`config.mk`:
```
export PLATFORM = sky130hd
export DESIGN_NAME = mac_dot_engine
export DESIGN_NICKNAME = d
export VERILOG_FILES = /design/src/rtl/mac_dot_engine.sv
export SDC_FILE = /design/constraint.sdc
export NUM_CORES = 1
export LEC_CHECK = 0
export CAP_MARGIN = 20
export CORE_MARGIN = 2
export CORE_UTILIZATION = 25
export DETAILED_ROUTE_END_ITERATION = 6
export GPL_TIMING_DRIVEN = 0
export PLACE_DENSITY = 0.48
export RECOVER_POWER = 25
export SYNTH_ARGS = -nofsm -noshare
export SYNTH_HDL_FRONTEND = slang
export SYNTH_SLANG_ARGS = --single-unit
```
`constraint.sdc`:
```
create_clock -name CLK -period 8.5 [get_ports CLK]
set_input_delay 1.7 -clock CLK [delete_from_list [all_inputs] [get_ports CLK]]
set_output_delay 1.7 -clock CLK [all_outputs]
set_load 0.01 [all_outputs]
```
`src/rtl/mac_dot_engine.sv`:
```
// -----------------------------------------------------------------------------
// mac_dot_engine
//
// Pipelined multiply-accumulate engine that streams dot products. Each term
// (a * b) is added to or subtracted from a running accumulator. The term marked
// "last" closes the frame. The final sum is then rounded (half-up), shifted
// right by SHIFT and saturated to DATA_W bits. The accumulator restarts from
// zero for the next frame without an idle cycle.
//
// Pipeline stages:
//   S1  input register      (a, b, sub, last, valid)
//   S2  product register    (2*DATA_W product, extended per SIGNED)
//   S3  accumulator         (final frame sum captured on a last term)
//   S4  output register     (round / shift / saturate of the final sum)
// A last term accepted at edge k is visible on out_valid after edge k+3.
// One global enable freezes every stage while a result waits for out_ready.
//
// Ports:
//   CLK        clock, all state changes on the rising edge
//   RST        synchronous active-high reset
//   in_valid   term valid           in_ready   term accepted this cycle
//   in_a/in_b  operands             in_sub     subtract this product
//   in_last    final term of frame
//   out_valid  result held          out_ready  downstream accepts result
//   out_data   rounded, saturated result
//   out_acc    raw final accumulator value of the frame
//   out_sat    out_data was clamped
// -----------------------------------------------------------------------------
module mac_dot_engine #(
    parameter int DATA_W = 16,
    parameter int ACC_W  = 40,
    parameter int SHIFT  = 15,
    parameter int SIGNED = 1
) (
    input  logic              CLK,
    input  logic              RST,
    input  logic              in_valid,
    output logic              in_ready,
    input  logic [DATA_W-1:0] in_a,
    input  logic [DATA_W-1:0] in_b,
    input  logic              in_sub,
    input  logic              in_last,
    output logic              out_valid,
    input  logic              out_ready,
    output logic [DATA_W-1:0] out_data,
    output logic [ACC_W-1:0]  out_acc,
    output logic              out_sat
);

    localparam int PW        = 2 * DATA_W;
    localparam bit IS_SIGNED = (SIGNED != 0);

    // Constants in the ACC_W+1 domain, where rounding cannot overflow.
    localparam logic signed [ACC_W:0] ONE   = {{ACC_W{1'b0}}, 1'b1};
    localparam logic signed [ACC_W:0] RND_C = (SHIFT > 0) ? (ONE <<< ((SHIFT > 0) ? SHIFT - 1 : 0)) : '0;
    localparam logic signed [ACC_W:0] MAX_V = IS_SIGNED ? ((ONE <<< (DATA_W - 1)) - ONE) : ((ONE <<< DATA_W) - ONE);
    localparam logic signed [ACC_W:0] MIN_V = IS_SIGNED ? -(ONE <<< (DATA_W - 1)) : '0;

    // The whole pipeline advances only when no result is stuck at the output.
    logic en;
    assign en       = ~(out_valid & ~out_ready);
    assign in_ready = en;

    // ---------------- S1: input register ----------------
    logic              s1_valid, s1_sub, s1_last;
    logic [DATA_W-1:0] s1_a, s1_b;

    // NOTE: sequential state uses non-blocking (<=) so every register samples
    // pre-edge values and simulation matches the synthesized flops.
    always_ff @(posedge CLK) begin
        if (RST)     s1_valid <= 1'b0;
        else if (en) s1_valid <= in_valid;
    end

    // NOTE: payload registers carry no reset; only the valid bits qualify them,
    // which keeps reset fan-out off the wide datapath.
    always_ff @(posedge CLK) begin
        if (en) begin
            s1_a    <= in_a;
            s1_b    <= in_b;
            s1_sub  <= in_sub;
            s1_last <= in_last;
        end
    end

    // ---------------- S2: product register ----------------
    logic [PW-1:0] a_ext, b_ext, prod_c;
    // Extending the operands to PW bits first makes the low PW bits of a plain
    // multiply correct for both two's-complement and unsigned operands.
    assign a_ext  = IS_SIGNED ? PW'($signed(s1_a)) : PW'(s1_a);
    assign b_ext  = IS_SIGNED ? PW'($signed(s1_b)) : PW'(s1_b);
    assign prod_c = a_ext * b_ext;

    logic          s2_valid, s2_sub, s2_last;
    logic [PW-1:0] s2_prod;

    always_ff @(posedge CLK) begin
        if (RST)     s2_valid <= 1'b0;
        else if (en) s2_valid <= s1_valid;
    end

    always_ff @(posedge CLK) begin
        if (en) begin
            s2_prod <= prod_c;
            s2_sub  <= s1_sub;
            s2_last <= s1_last;
        end
    end

    // ---------------- S3: accumulator ----------------
    logic [ACC_W-1:0] acc, prod_ext, sum;
    assign prod_ext = IS_SIGNED ? ACC_W'($signed(s2_prod)) : ACC_W'(s2_prod);
    // Wraps modulo 2^ACC_W by construction; no overflow detection here.
    assign sum      = s2_sub ? (acc - prod_ext) : (acc + prod_ext);

    logic             fin_valid;
    logic [ACC_W-1:0] fin_sum;

    always_ff @(posedge CLK) begin
        if (RST) begin
            acc       <= '0;
            fin_valid <= 1'b0;
        end else if (en) begin
            fin_valid <= s2_valid & s2_last;
            if (s2_valid) acc <= s2_last ? '0 : sum;
        end
    end

    always_ff @(posedge CLK) begin
        if (en && s2_valid && s2_last) fin_sum <= sum;
    end

    // ---------------- S4: round, shift, saturate ----------------
    logic signed [ACC_W:0] wide, rnd, shd;
    logic [DATA_W-1:0]     data_c;
    logic                  sat_c;

    assign wide = $signed({fin_sum[ACC_W-1], fin_sum});
    assign rnd  = wide + RND_C;
    assign shd  = rnd >>> SHIFT;

    // NOTE: every always_comb output gets a default first, so no path can
    // leave it unassigned and infer a latch.
    always_comb begin
        data_c = shd[DATA_W-1:0];
        sat_c  = 1'b0;
        if (shd > MAX_V) begin
            data_c = MAX_V[DATA_W-1:0];
            sat_c  = 1'b1;
        end else if (shd < MIN_V) begin
            data_c = MIN_V[DATA_W-1:0];
            sat_c  = 1'b1;
        end
    end

    // With en=1 any held result is being accepted this edge, so out_valid
    // simply follows fin_valid: reload on a new result, otherwise clear.
    always_ff @(posedge CLK) begin
        if (RST) begin
            out_valid <= 1'b0;
            out_data  <= '0;
            out_acc   <= '0;
            out_sat   <= 1'b0;
        end else if (en) begin
            out_valid <= fin_valid;
            if (fin_valid) begin
                out_data <= data_c;
                out_acc  <= fin_sum;
                out_sat  <= sat_c;
            end
        end
    end

endmodule

```
==> flow_metrics.py, run 1 <==
metrics = {
    "status": {
        "status": "finished with violations",
        "violations": "max-capacitance violations, max-slew violations",
    },
    "logic_synthesis": {
        "synth-edff-count": 108,
        "synth_top_family_by_area": "adder cells",
        "syn_inst": 2136,
        "muxShareOfSynthArea_pct": 0.672,
        "synth_xor_area_share_pct": 5.05,
        "ys_seq_elements": 209,
        "synth_top_area_share_pct": 26.2,
        "synth_area_leaders": "fa_1 (26%), edfxtp_1 (16%), dfxtp_1 (10%), ha_1 (7.6%), inv_1 (6.8%)",
        "synthSimpleGateAreaFrac_pct": 14.9,
        "synth_most_common_cell": "inv_1",
        "synth_top_cell_by_area": "fa_1",
        "async_reset_ff_share_pct": 0,
        "avgSynthCellArea_sq_um": 9.42,
        "yosys_most_used_dff": "edfxtp_1",
        "synth_adder_area_share_pct": 33.8,
        "syn_area_sq_mm": 0.0201,
        "ys_seq_area_share_pct": 26.2,
        "synth_warnings": 0,
        "syn-num-nets": 2560,
        "synth_compound_area_share_pct": 11.0,
        "synthTopCellsByCount": "inv_1 (367), nand2_1 (264), fa_1 (263)",
        "ys_types": 72,
    },
    "die": {
        "rows": 104,
        "core_sq_mm": 0.0802,
        "ios": 97,
        "die_area_sq_mm": 0.0828,
        "fp.dieW_um": 288,
        "dieHeight_um": 288,
        "initial_utilization_pct": 25.1,
    },
    "route": {
        "first_iter_violations": 864,
        "avgViaCountPerCell": 4.38,
        "antenna_left": 0,
        "routed_wl_um": 51600,
        "firstDrtPassIters": 5,
        "routedWlPerCell_um": 15.4,
        "drc": 0,
        "dr_total_vias": 14645,
    },
    "placement": {
        "port_buffers": 96,
        "dp_hpwl_um": 42700,
        "placed_cells": 3293,
        "gp_congestion": 0.868,
    },
    "clocking": {
        "cts-root-buf": "clkbuf_16",
        "cts_resized": 0,
        "htree_num_levels": 1,
        "postCtsSetupBuffers": 0,
        "cts_tree": "yes",
        "cts_buffers": 27,
        "clk_latency_ns": 0.57,
        "cts_buffer_depth": 3,
        "clkSinkCount": 209,
        "clk_pin_slew_ns": 0.06,
        "hold_buffers": 0,
    },
    "worst_setup_path": {
        "reg2reg_depth": 20,
        "crit_slowest_cell": "fa_1",
        "cp-end-kind": "flop",
        "critPathMaxStageDelay_ns": 0.99,
        "crit_cells": 20,
        "critPathArrivalTime_ns": 7.67,
        "path_common_cell": "fa_1",
        "crit_family": "adder cells",
        "cp_cell_sequence": "clkbuf_1 -> nand2_1 -> fa_1 -> inv_1 -> fa_1 -> inv_1 -> fa_1 -> fa_1 -> fa_1 -> fa_1 -> inv_1 -> ha_1 -> a21o_1 -> a21o_1 -> a21oi_1 -> o21ai_0 -> a21oi_1 -> o211ai_1 -> or4_1 -> nand3_1",
        "path_class": "reg2reg",
        "critPathLaunchType": "flop",
        "required_ns": 8.93,
        "crit_path_max_fanout": 10,
        "path_buf_inv": 4,
    },
    "global_routing": {
        "grt_pass1_wl_um": 84400,
        "gr-usage-all-layers_pct": 12.7,
        "grt_overflow": 0,
        "first_global_vias": 15575,
        "grt_max_degree": 50,
        "antenna_found_initial": 0,
    },
    "sta": {
        "setup_viol": 0,
        "hold_viol": 0,
        "maxSlewHeadroom_pct": -18.5,
        "max_slew.worst_pin.slew_ns": 1.78,
        "rsz0062_at_grt": "no",
        "fin_crit_sh_pct": 85.2,
        "slew_violations": 30,
        "period_minus_slack_ns": 7.24,
        "fmax_ghz": 0.138,
        "fin_tns_setup_ns": 0,
        "skew_ns": 0.0102,
    },
    "min_path": {
        "hp-class": "reg2reg",
        "min_path_cells": 0,
    },
    "flow_run": {
        "cap_violations": 1,
    },
    "final_layout": {
        "layout.nets": 2686,
        "antenna_cells": 0,
        "syn_to_final_growth_pct": 16.3,
        "drive_above_1_share_pct": 3.68,
        "finalNonFillerCells": 3343,
    },
}
==> cells in the final DEF, fill, tap and decap left out, drive strengths merged, types with 26 or more instances in the layout <==
cell           synthesis  final
and2                 124    124
ha                   123    123
clkbuf                69    107
clkdlybuf4s50          0     61
dlygate4sd3            0     35
a21oi                149    149
fa                   263    263
nand2                265    265
o21ai                 56     56
nor3                  26     26
xor2                  26     26
dfxtp                101    101
nor2                  97     97
edfxtp               108    108
inv                  368    371
xnor2                 90     90
a21o                  28     28
nand3                 32     32
==> through the flow <==
stage               setup WS, ns  hold WS, ns  utilization, %  instance area (sq um)
floorplan                   2.21        0.400               -                  20100
global placement           0.197        0.412            28.0                  22400
detailed placement          1.24        0.408            28.0                  22400
CTS                         1.22        0.423            29.2                  23400
global route               0.876        0.440            29.2                  23400
finish                      1.26        0.420            29.2                  23400
==> routing by layer <==
layer | vias up | share of wire, % | track usage (%)
li1 | 7119 | - | -
met1 | 7188 | 47 | 17.2
met2 | 282 | 46 | 21.7
met3 | 56 | 4.3 | 1.62
met4 | 0 | 1.9 | 2.68
met5 | - | 0 | 0
==> flip-flops by register name, indices dropped and copies added, names as in the netlist <==
register	flops
fin_sum	40
out_acc	40
s1_valid	1
s1_sub	1
s1_a	16
s2_prod	32
out_data	16
out_valid	1
s2_last	1
acc	40
s2_sub	1
fin_valid	1
s1_b	16
out_sat	1
s1_last	1
s2_valid	1
==> cell type report <==
class,instances,area (sq um)
multi-input cells,1481,13200
repair buffers,97,988
flip-flops and latches,209,5270
clock buffers,38,821
plain buffers,78,313
clock inverters,12,134
fillers,8524,56800
well taps,1060,1330
inverters,368,1380
==> path summary, 6_finish.rpt <==
kind,start,slack (ns),to
hold reg to reg,s1_sub$_DFFE_PN_,0.42,s2_sub$_DFFE_PN_
setup reg to reg,s1_b[6]$_DFFE_PN_,1.26,s2_prod[30]$_DFFE_PN_
setup / recovery,s1_b[6]$_DFFE_PN_,1.26,s2_prod[30]$_DFFE_PN_
hold / removal,s1_sub$_DFFE_PN_,0.42,s2_sub$_DFFE_PN_
==> cells by family (layout without fill, tap and decap cells) <==
group | Yosys count | count (layout)
buffers and inverters | 446 | 593
flip-flops | 209 | 209
AND/OR/NAND/NOR | 621 | 621
multiplexers | 12 | 12
AO/OA/AOI/OAI | 346 | 346
XOR/XNOR | 116 | 116
adder cells (fa/ha/maj) | 386 | 386
Power of run 1 is left out: the tool's default activity adds up to more than one toggle a clock period on the data nets, which glitch-free logic cannot reach.
==> inputs of run 2 (changes only) <==
--- a/config.mk
+++ b/config.mk
@@ -8,6 +8,7 @@
 export CAP_MARGIN = 20
 export CORE_MARGIN = 2
 export CORE_UTILIZATION = 25
+export CTS_CLUSTER_DIAMETER = 100
 export DETAILED_ROUTE_END_ITERATION = 6
 export GPL_TIMING_DRIVEN = 0
 export PLACE_DENSITY = 0.48
==> run 2 against run 1 <==
  * Sequential cell count stayed put
  * Utilization is essentially flat
  * Fmax down 0.26%
  * Design area is essentially flat
  * Wire length shrank 0.18%
  * The run still ends with max-capacitance violations, max-slew violations left
  * Clock skew increased by 0.0062 ns
==> flow_metrics.py, run 2 (synthesized netlist as in run 1, its figures left out) <==
metrics = {
    "clocking": {
        "clk_pin_slew_ns": 0.06,
        "htree_num_levels": 1,
        "cts-root-buf": "clkbuf_16",
        "postCtsSetupBuffers": 0,
        "cts_buffer_depth": 3,
        "clk_latency_ns": 0.57,
        "cts_buffers": 27,
        "hold_buffers": 0,
        "clkSinkCount": 209,
        "cts_resized": 0,
        "cts_tree": "yes",
    },
    "final_layout": {
        "drive_above_1_share_pct": 3.68,
        "multi_input_area_sq_mm": 0.0132,
        "mostFrequentLayoutCells": "inv_1 (367), nand2_1 (264), fa_1 (263)",
        "antenna_cells": 0,
        "reg.largest.list": "acc x40, fin_sum x40, out_acc x40",
        "ff_latch_area_sq_mm": 0.00527,
        "fillers": 8520,
        "layout.nets": 2686,
        "syn_to_final_growth_pct": 16.3,
        "final_common_cell": "inv_1",
    },
    "worst_setup_path": {
        "rr_startpoint": "s1_b[6]$_DFFE_PN_",
        "crit_path_max_fanout": 10,
        "critPathArrivalTime_ns": 7.69,
        "reg2reg_depth": 20,
        "cp-end-kind": "flop",
        "required_ns": 8.93,
        "reg2reg_slack_ns": 1.24,
        "regToRegEndpoint": "s2_prod[30]$_DFFE_PN_",
        "path_class": "reg2reg",
        "critPathLaunchType": "flop",
    },
    "route": {
        "antenna_left": 0,
        "drc": 0,
        "routed_wl_um": 51500,
        "dr_total_vias": 14665,
        "avgViaCountPerCell": 4.39,
        "firstDrtPassIters": 5,
        "first_iter_violations": 898,
        "routedWlPerCell_um": 15.4,
    },
    "global_routing": {
        "grt_pass1_wl_um": 84400,
        "antenna_found_initial": 0,
        "grt_max_degree": 50,
        "gr-usage-all-layers_pct": 12.7,
        "first_global_vias": 15582,
        "grt_overflow": 0,
    },
    "sta": {
        "fin_crit_sh_pct": 85.4,
        "slew_violations": 30,
        "fin_tns_setup_ns": 0,
        "hold_viol": 0,
        "setup_viol": 0,
        "skew_ns": 0.0164,
        "fmax_ghz": 0.138,
        "rsz0062_at_grt": "no",
        "whs_ns": 0.420,
        "max_slew.worst_pin.slew_ns": 1.79,
        "period_minus_slack_ns": 7.26,
        "maxSlewHeadroom_pct": -19.4,
    },
    "placement": {
        "dp_hpwl_um": 42700,
        "port_buffers": 96,
        "gp_congestion": 0.868,
    },
    "die": {
        "dieHeight_um": 288,
        "fp.dieW_um": 288,
        "ios": 97,
        "initial_utilization_pct": 25.1,
        "core_sq_mm": 0.0802,
        "rows": 104,
        "die_area_sq_mm": 0.0828,
    },
    "flow_run": {
        "cap_violations": 1,
    },
    "min_path": {
        "min_path_cells": 0,
        "whs_endpoint": "s2_sub$_DFFE_PN_",
        "hp-class": "reg2reg",
        "hp-start": "s1_sub$_DFFE_PN_",
    },
    "status": {
        "violations": "max-capacitance violations, max-slew violations",
        "status": "finished with violations",
    },
}
## run 2: critical path, stage by stage (launching register included)
cell	delay (ns)
edfxtp_1	0.48
clkbuf_1	0.52
nand2_1	0.17
fa_1	0.63
inv_1	0.08
fa_1	0.98
inv_1	0.14
fa_1	0.55
fa_1	0.44
fa_1	0.52
fa_1	0.55
inv_1	0.04
ha_1	0.36
a21o_1	0.19
a21o_1	0.17
a21oi_1	0.17
o21ai_0	0.11
a21oi_1	0.32
o211ai_1	0.20
or4_1	0.42
nand3_1	0.08
## run 2: worst max-delay path by stage
stage | from | end | slack (ns) | cells past startpoint
2_1_floorplan | s1_a[15]$_DFFE_PN_ | s2_prod[30]$_DFFE_PN_ | 2.21 | 20
3_3_place_gp | out_ready | in_ready | 0.20 | 4
3_5_place_dp | s1_b[6]$_DFFE_PN_ | s2_prod[30]$_DFFE_PN_ | 1.24 | 20
4_1_cts | s1_b[6]$_DFFE_PN_ | s2_prod[30]$_DFFE_PN_ | 1.21 | 20
5_1_grt | s1_b[4]$_DFFE_PN_ | s2_prod[30]$_DFFE_PN_ | 0.87 | 20
6_report | s1_b[6]$_DFFE_PN_ | s2_prod[30]$_DFFE_PN_ | 1.24 | 20
## run 2: routing by layer
layer	share of wire [%]	wire length, um	vias up	global-route usage, %
met3	4.2	2160	53	1.64
li1	-	-	7120	-
met1	48	24500	7208	17.2
met5	0	0	-	0
met4	1.9	986	0	2.62
met2	46	23900	284	21.7
## run 2: through the flow
stage	util, %	instances	instance area [sq um]	worst slack [ns]
2_1_floorplan	-	2136	20100	2.21
3_3_place_gp	28.0	3292	22400	0.197
3_5_place_dp	28.0	3293	22400	1.24
4_1_cts	29.2	3343	23400	1.21
5_1_grt	29.2	3343	23400	0.875
6_report	29.2	3343	23400	1.24
## run 2: area by class of cell
| cell class | count | area share [%] |
|---|---|---|
| Sequential cell | 209 | 22.5 |
| Tap cell | 1060 | 5.67 |
| Inverter | 368 | 5.90 |
| Timing Repair Buffer | 97 | 4.22 |
| Clock buffer | 39 | 3.57 |
| Buffer | 78 | 1.34 |
| Clock inverter | 11 | 0.561 |
| Multi-Input combinational cell | 1481 | 56.2 |
Power of run 2 is left out for the same reason.
==> inputs of run 3 (changes only) <==
--- a/config.mk
+++ b/config.mk
@@ -6,12 +6,13 @@
 export NUM_CORES = 1
 export LEC_CHECK = 0
 export CAP_MARGIN = 20
-export CORE_MARGIN = 2
-export CORE_UTILIZATION = 25
+export CORE_MARGIN = 4
+export CORE_UTILIZATION = 63
 export CTS_CLUSTER_DIAMETER = 100
+export CTS_CLUSTER_SIZE = 20
 export DETAILED_ROUTE_END_ITERATION = 6
 export GPL_TIMING_DRIVEN = 0
-export PLACE_DENSITY = 0.48
+export PLACE_DENSITY = 0.91
 export RECOVER_POWER = 25
 export SYNTH_ARGS = -nofsm -noshare
 export SYNTH_HDL_FRONTEND = slang
==> run 3 against run 2 <==
  * The run now ends clean
  * Sequential share of layout area grew 1.4 points
  * Utilization grew 41 points
  * Die area shrank 58%
  * Final cell count shrank 20%
  * Fmax shrank 1.6%
  * Non-clock buffer count is the same
  * Setup slack lost 0.12 ns
  * Clock skew grew 0.0044 ns
  * Design area shrank 5.9%
  * Sequential cell count is the same
  * Critical path depth is the same
==> flow_metrics.py, run 3 (synthesized netlist as in run 1, its figures left out) <==
metrics = {
    "status": {
        "status": "complete, no violations",
    },
    "global_routing": {
        "grt_max_degree": 69,
        "grt_overflow": 0,
        "grt_pass1_wl_um": 78100,
        "gr-usage-all-layers_pct": 26.9,
        "first_global_vias": 16238,
        "antenna_found_initial": 0,
    },
    "placement": {
        "dp_hpwl_um": 38200,
        "port_buffers": 96,
        "gp_congestion": 0.986,
    },
    "final_layout": {
        "antenna_cells": 0,
        "reg.largest.list": "acc x40, fin_sum x40, out_acc x40",
        "syn_to_final_growth_pct": 9.48,
        "layout.nets": 2673,
        "drive_above_1_share_pct": 2.44,
        "final_common_cell": "inv_1",
        "mostFrequentLayoutCells": "inv_1 (367), nand2_1 (264), fa_1 (263)",
    },
    "worst_setup_path": {
        "regToRegEndpoint": "s2_prod[30]$_DFFE_PN_",
        "path_buf_inv": 4,
        "critPathMaxStageDelay_ns": 1.00,
        "crit_slowest_cell": "fa_1",
        "cp-end-kind": "flop",
        "critPathArrivalTime_ns": 7.75,
        "path_class": "reg2reg",
        "crit_family": "adder cells",
        "rr_startpoint": "s1_b[5]$_DFFE_PN_",
        "critPathLaunchType": "flop",
        "path_common_cell": "fa_1",
        "crit_path_max_fanout": 10,
        "reg2reg_depth": 20,
        "reg2reg_slack_ns": 1.12,
        "cp_cell_sequence": "clkbuf_1 -> nand2_1 -> fa_1 -> inv_1 -> fa_1 -> inv_1 -> fa_1 -> fa_1 -> fa_1 -> fa_1 -> inv_1 -> ha_1 -> a21o_1 -> a21o_1 -> a21oi_1 -> o21ai_0 -> a21oi_1 -> o211ai_1 -> or4_1 -> nand3_1",
        "required_ns": 8.87,
    },
    "sta": {
        "fin_tns_setup_ns": 0,
        "hold_viol": 0,
        "max_slew.worst_pin.slew_ns": 0.838,
        "rsz0062_at_grt": "no",
        "setup_viol": 0,
        "maxSlewHeadroom_pct": 44.1,
        "slew_violations": 0,
        "skew_ns": 0.0208,
        "fin_crit_sh_pct": 86.8,
        "period_minus_slack_ns": 7.38,
        "fmax_ghz": 0.135,
    },
    "route": {
        "routedWlPerCell_um": 17.6,
        "first_iter_violations": 994,
        "firstDrtPassIters": 5,
        "dr_total_vias": 15280,
        "drc": 0,
        "avgViaCountPerCell": 5.75,
        "routed_wl_um": 46800,
        "antenna_left": 0,
    },
    "clocking": {
        "cts_buffers": 14,
        "clkSinkCount": 209,
        "cts-root-buf": "clkbuf_16",
        "htree_num_levels": 1,
        "cts_resized": 0,
        "clk_latency_ns": 0.50,
        "clk_pin_slew_ns": 0.08,
        "cts_tree": "yes",
        "cts_buffer_depth": 3,
        "postCtsSetupBuffers": 0,
        "hold_buffers": 0,
    },
    "flow_run": {
        "cap_violations": 0,
    },
    "die": {
        "rows": 65,
        "ios": 97,
        "die_area_sq_mm": 0.0349,
        "core_sq_mm": 0.0316,
        "dieHeight_um": 187,
        "fp.dieW_um": 187,
        "initial_utilization_pct": 63.8,
    },
    "min_path": {
        "min_path_cells": 0,
        "hp-start": "s1_sub$_DFFE_PN_",
        "hp-class": "reg2reg",
        "whs_endpoint": "s2_sub$_DFFE_PN_",
    },
}
## run 3: cell types whose count changed in the layout (fill, tap and decap cells not counted), sizes merged
cell    delta
clkinv     -5
clkbuf    -17
bufinv     -2
inv        -2
## run 3: worst reg2reg max path: cells and delay by family, from the launching register on
| kind | cells | cell delay, ns |
|---|---|---|
| and+or+nand+nor | 3 | 0.75 |
| adders and majority gates | 7 | 4.06 |
| buffers and inverters | 4 | 0.75 |
| AOI/OAI and AO/OA | 6 | 1.22 |
| DFF | 1 | 0.48 |
## run 3: how the worst max path moves through the flow
stage | cells after the start | from | slack (ns) | endpoint
detailed placement | 20 | s1_b[5]$_DFFE_PN_ | 1.21 | s2_prod[30]$_DFFE_PN_
finish | 20 | s1_b[5]$_DFFE_PN_ | 1.12 | s2_prod[30]$_DFFE_PN_
CTS | 20 | s1_b[5]$_DFFE_PN_ | 1.18 | s2_prod[30]$_DFFE_PN_
floorplan | 20 | s1_a[15]$_DFFE_PN_ | 2.21 | s2_prod[30]$_DFFE_PN_
global placement | 4 | out_ready | 0.50 | in_ready
global route | 20 | s1_b[5]$_DFFE_PN_ | 0.81 | s2_prod[30]$_DFFE_PN_
## run 3: metal layers
layer	global-route usage (%)	wire, um
met1	33.3	18600
met2	49.2	23600
met3	3.65	3120
met4	8.13	1480
met5	0	0
## run 3: cell type report
type | instances | area, sq um
tap | 402 | 503
timing repair buffer | 97 | 988
clock buffer | 22 | 402
buffer | 78 | 313
multi-input combinational | 1481 | 13200
fill | 2335 | 9530
inverter | 368 | 1380
clock inverter | 2 | 13.8
sequential | 209 | 5270
## run 3: per-stage QoR
step / setup WS, ns / instance area [sq um] / utilization [%] / std cells / hold slack, ns
after floorplan: 2.21 / 20100 / - / 2136 / 0.400
after global placement: 0.499 / 21600 / 68.4 / 2634 / 0.410
after detailed placement: 1.21 / 21600 / 68.5 / 2635 / 0.405
after CTS: 1.18 / 22000 / 69.8 / 2659 / 0.425
after global routing: 0.808 / 22000 / 69.8 / 2659 / 0.451
final: 1.12 / 22000 / 69.8 / 2659 / 0.425
Power of run 3 is left out for the same reason.
